[config.mk]
export PLATFORM = sky130hd
export DESIGN_NAME = muldiv_unit
export DESIGN_NICKNAME = d
export VERILOG_FILES = /design/src/rtl/muldiv_pkg.sv /design/src/rtl/muldiv_sign_fix.sv /design/src/rtl/muldiv_unit.sv
export SDC_FILE = /design/constraint.sdc
export NUM_CORES = 1
export LEC_CHECK = 0
export CORE_UTILIZATION = 65
export CTS_BUF_LIST = sky130_fd_sc_hd__clkbuf_8 sky130_fd_sc_hd__clkbuf_16
export CTS_CLUSTER_SIZE = 10
export DETAILED_ROUTE_END_ITERATION = 7
export DONT_BUFFER_PORTS = 1
export PLACE_DENSITY = 0.81
export SYNTH_ARGS = -nofsm -noshare
export SYNTH_HDL_FRONTEND = slang
export SYNTH_HIERARCHICAL = 1
export SYNTH_SLANG_ARGS = --single-unit
[constraint.sdc]
create_clock -name clk -period 6.3 [get_ports clk]
set_clock_uncertainty 0.1 [all_clocks]
set_input_delay 0.945 -clock clk [delete_from_list [all_inputs] [get_ports clk]]
set_output_delay 0.945 -clock clk [all_outputs]
set_load 0.05 [all_outputs]
[src/rtl/muldiv_pkg.sv]
// Shared encodings for the iterative multiply/divide unit.
package muldiv_pkg;
  localparam logic [1:0] OP_MULT  = 2'b00;
  localparam logic [1:0] OP_MULTU = 2'b01;
  localparam logic [1:0] OP_DIV   = 2'b10;
  localparam logic [1:0] OP_DIVU  = 2'b11;

  typedef enum logic [1:0] {IDLE, CALC, FIX} state_t;
endpackage

[src/rtl/muldiv_sign_fix.sv]
// Applies the result signs to the raw magnitude result held in {hi,lo}.
module muldiv_sign_fix #(
  parameter int WIDTH = 32
) (
  input  logic [2*WIDTH-1:0] raw,
  input  logic               neg_prod,
  input  logic               neg_quot,
  input  logic               neg_rem,
  output logic [WIDTH-1:0]   hi,
  output logic [WIDTH-1:0]   lo
);
  logic [2*WIDTH-1:0] prod_n;
  logic [WIDTH-1:0]   rem_n, quot_n;

  assign prod_n = -raw;
  assign rem_n  = -raw[2*WIDTH-1:WIDTH];
  assign quot_n = -raw[WIDTH-1:0];

  always_comb begin
    hi = raw[2*WIDTH-1:WIDTH];
    lo = raw[WIDTH-1:0];
    if (neg_prod) begin
      {hi, lo} = prod_n;
    end else begin
      if (neg_rem)  hi = rem_n;
      if (neg_quot) lo = quot_n;
    end
  end
endmodule

[src/rtl/muldiv_unit.sv]
// Iterative signed/unsigned multiply and restoring divide, one bit per cycle,
// operating on magnitudes with the sign applied in a final FIX cycle.
module muldiv_unit
  import muldiv_pkg::*;
#(
  parameter  int WIDTH = 32,
  localparam int CNT_W = $clog2(WIDTH+1)
) (
  input  logic             clk,
  input  logic             rst,
  input  logic             start,
  input  logic [1:0]       op,
  input  logic [WIDTH-1:0] a,
  input  logic [WIDTH-1:0] b,
  output logic             busy,
  output logic             done,
  output logic [WIDTH-1:0] hi,
  output logic [WIDTH-1:0] lo,
  output logic             div_by_zero
);
  state_t             state, state_nxt;
  logic [2*WIDTH-1:0] acc;
  logic [WIDTH-1:0]   opnd;
  logic [CNT_W-1:0]   cnt;
  logic               is_div, neg_prod, neg_quot, neg_rem;

  logic               op_div, op_signed, a_neg, b_neg, dz_req, last_iter;
  logic [WIDTH-1:0]   a_abs, b_abs, fix_hi, fix_lo;
  logic [WIDTH:0]     add_sum, rem_shift, rem_diff;

  assign op_div    = (op == OP_DIV) || (op == OP_DIVU);
  assign op_signed = (op == OP_MULT) || (op == OP_DIV);
  assign a_neg     = op_signed & a[WIDTH-1];
  assign b_neg     = op_signed & b[WIDTH-1];
  assign a_abs     = a_neg ? -a : a;
  assign b_abs     = b_neg ? -b : b;
  assign dz_req    = op_div && (b == '0);
  assign last_iter = (cnt == CNT_W'(WIDTH-1));
  assign busy      = (state != IDLE);

  // Multiply: add multiplicand into the upper half on the LSB, then shift right.
  assign add_sum   = {1'b0, acc[2*WIDTH-1:WIDTH]} + (acc[0] ? {1'b0, opnd} : '0);
  // Divide: {remainder, quotient} shifts left; the trial subtract decides the bit.
  assign rem_shift = acc[2*WIDTH-1:WIDTH-1];
  assign rem_diff  = rem_shift - {1'b0, opnd};

  muldiv_sign_fix #(.WIDTH(WIDTH)) u_sign_fix (
    .raw      (acc),
    .neg_prod (neg_prod),
    .neg_quot (neg_quot),
    .neg_rem  (neg_rem),
    .hi       (fix_hi),
    .lo       (fix_lo)
  );

  always_ff @(posedge clk) begin
    if (!rst) state <= IDLE;
    else      state <= state_nxt;
  end

  always_comb begin
    state_nxt = state;
    case (state)
      IDLE:    if (start && !dz_req) state_nxt = CALC;
      CALC:    if (last_iter)        state_nxt = FIX;
      FIX:                           state_nxt = IDLE;
      default:                       state_nxt = IDLE;
    endcase
  end

  always_ff @(posedge clk) begin
    if (!rst) begin
      acc         <= '0;
      opnd        <= '0;
      cnt         <= '0;
      is_div      <= 1'b0;
      neg_prod    <= 1'b0;
      neg_quot    <= 1'b0;
      neg_rem     <= 1'b0;
      hi          <= '0;
      lo          <= '0;
      done        <= 1'b0;
      div_by_zero <= 1'b0;
    end else begin
      done <= 1'b0;
      case (state)
        IDLE: if (start) begin
          acc         <= {{WIDTH{1'b0}}, op_div ? a_abs : b_abs};
          opnd        <= op_div ? b_abs : a_abs;
          cnt         <= '0;
          is_div      <= op_div;
          neg_prod    <= !op_div && (a_neg ^ b_neg);
          neg_quot    <= op_div && (a_neg ^ b_neg);
          neg_rem     <= op_div && a_neg;
          div_by_zero <= dz_req;
          done        <= dz_req;
        end
        CALC: begin
          cnt <= cnt + 1'b1;
          if (is_div) begin
            if (rem_diff[WIDTH]) acc <= {rem_shift[WIDTH-1:0], acc[WIDTH-2:0], 1'b0};
            else                 acc <= {rem_diff[WIDTH-1:0],  acc[WIDTH-2:0], 1'b1};
          end else begin
            acc <= {add_sum, acc[WIDTH-1:1]};
          end
        end
        FIX: begin
          hi   <= fix_hi;
          lo   <= fix_lo;
          done <= 1'b1;
        end
        default: ;
      endcase
    end
  end
endmodule

==> flow_summary.toml <==
[run_status]
status = "complete, no violations"

[worst_setup_path]
cpPeakStageDelay_ns = 0.79
end_kind = "flop"
crit_family = "compound AO/OA/AOI/OAI gates"
crit_required_ns = 6.57
rr_startpoint = "acc[33]"
crit_fanout = 37
worstRegToRegCells = 12
critPathArrivalTime_ns = 4.84
cp.depth = 12
start_kind = "flop"
crit_slowest_cell = "xor2_4"
path_class = "flop to flop"
critical_path_buf_inv_count = 1
path_cells = "ha_1, nor2b_1, o31ai_1, a21oi_1, a211oi_1, nor3_1, o22ai_1, xor2_4, buf_4, mux2i_1, a21oi_1, nor3_1"
startpoint = "acc[33]"

[route]
viasPerCell = 6.554
wl_per_cell_um = 19.65
wirelength_um = 41400
ant_nets = 0
vias = 13810
drt_iter0_drc = 1588
drc = 0
dr.pass1.iters = 5

[synthesis]
yosys_warnings = 6
synth_edf_count = 0
avgSynthCellArea_um2 = 7.368
syn_nets = 2041
synthFlopType = "dfxtp_1"
synthCells = 1901
ys_types = 86
ys_async_sr_fraction_pct = 0
yosysSeqAreaShare_pct = 24.87
synth_area_um2 = 14010
ys_ff_latch = 174

[clock_tree]
clk_latency_ns = 0.44
cts_buffers = 17
ctsRootBufferMaster = "clkbuf_16"
cts_tree = "done"
ctsResizeCount = 0
cts_setup_buffers = 0
htree_num_levels = 4
cts_sinks = 174
clk_pin_slew_ns = 0.07
cts_buffer_depth = 2
ctsHoldBuffers = 0

[global_route]
gr-total-overflow = 0
met1_usage_pct = 50.40
use_met2_pct = 56.47
grt_pass1_vias = 12101
grt_most_used_layer = "met2"
antenna_found_initial = 0
grtUsageMet3_pct = 8.073
grt_start_max_net_pins = 79
grt_usage_pct = 36.86
grt_pass1_wl_um = 64130

[layout]
fin_nets = 1960
drive_above_1_share_pct = 5.022
syn_to_final_growth_pct = 4.377
diodes = 0

[pwr]
peakVddDrop_mv = 0.1797
power_density_nw_per_um2 = 207.6
power_leakage_nw = 5.819

[min_path]
hold_path.class = "flop to flop"
holdPathStages = 2
hold_start = "opnd[29]"

[sta]
tightest_slew_ns = 1.036
maxSlewHeadroom_pct = 30.45
rsz0062_at_grt = "no"
max_freq_mhz = 218.7
slew_violations = 0
period_share_pct = 72.57
hold_violations = 0
setup_viol = 0
period_needed_ns = 4.572
setup_tns_ns = 0
finalWorstSetupSlack_ns = 1.728

[floorplanning]
die_w_um = 148.8
row_count = 53
pin_count = 136
die_h_um = 148.8
initial_core_util_pct = 66.42
fp.coreArea_um2 = 21090
design.die.area_um2 = 22140

[placed_design]
port_buffers = 0
dp_hpwl_um = 30850
post-place-ws_ns = 1.907
gp_congestion = 1.033

[flow_run]
drv_cap = 0
[logic make-up (layout without fill, tap and decap cells)]
family | after synthesis | count (layout) | synth area share [%]
compound gates | 589 | 589 | 27.24
xor+xnor | 173 | 173 | 10.82
fa+ha+maj | 71 | 71 | 6.449
buf+inv | 177 | 108 | 4.931
flops | 174 | 174 | 24.87
mux | 37 | 37 | 2.653
simple gates | 680 | 680 | 23.04
[metal layers]
metal | wire length, um | part of all wire [%] | vias to the layer above
met4 | 1403 | 3.4 | 0
met1 | 17960 | 43 | 6440
met3 | 4078 | 9.9 | 90
li1 | - | - | 6658
met5 | 0 | 0 | -
met2 | 17950 | 43 | 622
[area by class of cell]
| cell class | instances | area [um^2] |
|---|---|---|
| Clock buffer | 17 | 425.4 |
| Clock inverter | 14 | 140.1 |
| Fill cell | 1841 | 6467 |
| Inverter | 62 | 235.2 |
| Multi-Input combinational cell | 1550 | 9878 |
| Sequential cell | 174 | 3485 |
| Tap cell | 275 | 344.1 |
| Timing Repair Buffer | 15 | 112.6 |
[final timing paths]
path,end,slack (ns)
max,acc[32],1.73
min,opnd[29],0.37
max reg2reg,acc[32],1.73
min reg2reg,opnd[29],0.37
[power breakdown]
group	internal [W]	leakage, nW	switching [W]
sequential	0.00114	1.42	0.0000888
clock	0.000526	0.277	0.000515
combinational	0.000294	4.13	0.000468
total	0.00196	5.82	0.00107
[layout by cell type (no fill, tap or decap), drive strengths merged, types with 17 or more instances in the layout]
master and instances:
dfxtp 174, o211ai 38, nand2b 26, nand2 284, ha 69, xor2 89, nor4 19, nor2b 18
nor3 37, a211oi 73, nand3 31, mux2i 36, clkbuf 17, and2 38, o21ai 97, a31oi 21
xnor2 84, a21oi 205, inv 71, a21o 28, o31ai 19, nor2 155
[worst register-to-register path, delay by kind of cell (launching register included)]
family,cells,cell delay (ns)
AOI/OAI and AO/OA,5,1.61
xor gates and xnor gates,1,0.79
DFF,1,0.56
and+or+nand+nor,3,0.49
buffers and inverters,1,0.40
adders and majority gates,1,0.35
muxes,1,0.21
[cell usage after synthesis (all sizes together) (19+ instances only)]
master	count	area, um^2
a211oi	73	553.0
a31oi	21	146.4
xnor2	84	735.7
ha	69	863.3
and2	38	237.7
nor3	37	195.2
o211ai	38	285.3
o31ai	19	142.6
a21o	28	214.0
o21ai	97	500.5
mux2i	36	360.4
nor2	155	581.8
dfxtp	174	3483
clkbuf	93	349.1
nand2	284	1066
a21oi	205	1026
nand2b	26	162.7
buf	21	97.60
xor2	89	779.5
nor4	19	170.2
inv	61	229.0
nand3	31	155.2
[through the flow]
stage                     total power (W)  std cells  util [%]  hold slack, ns  instance area, um^2
after global placement           0.001977       2076     66.65          0.3528                14050
after CTS                        0.003010       2107     69.33          0.3659                14620
final                            0.003035       2107     69.33          0.3678                14620
after detailed placement         0.001992       2076     66.65          0.3564                14050
after global routing             0.003158       2107     69.33          0.3968                14620
after floorplan                  0.001814       1901         -          0.3396                14010
[state kept, by name (all words and copies together), names as in the netlist, 2 cells and up]
register  flops
opnd         32
state         2
acc          64
lo           32
cnt           6
hi           32
Note: power is estimated with default switching activity, not from simulation.
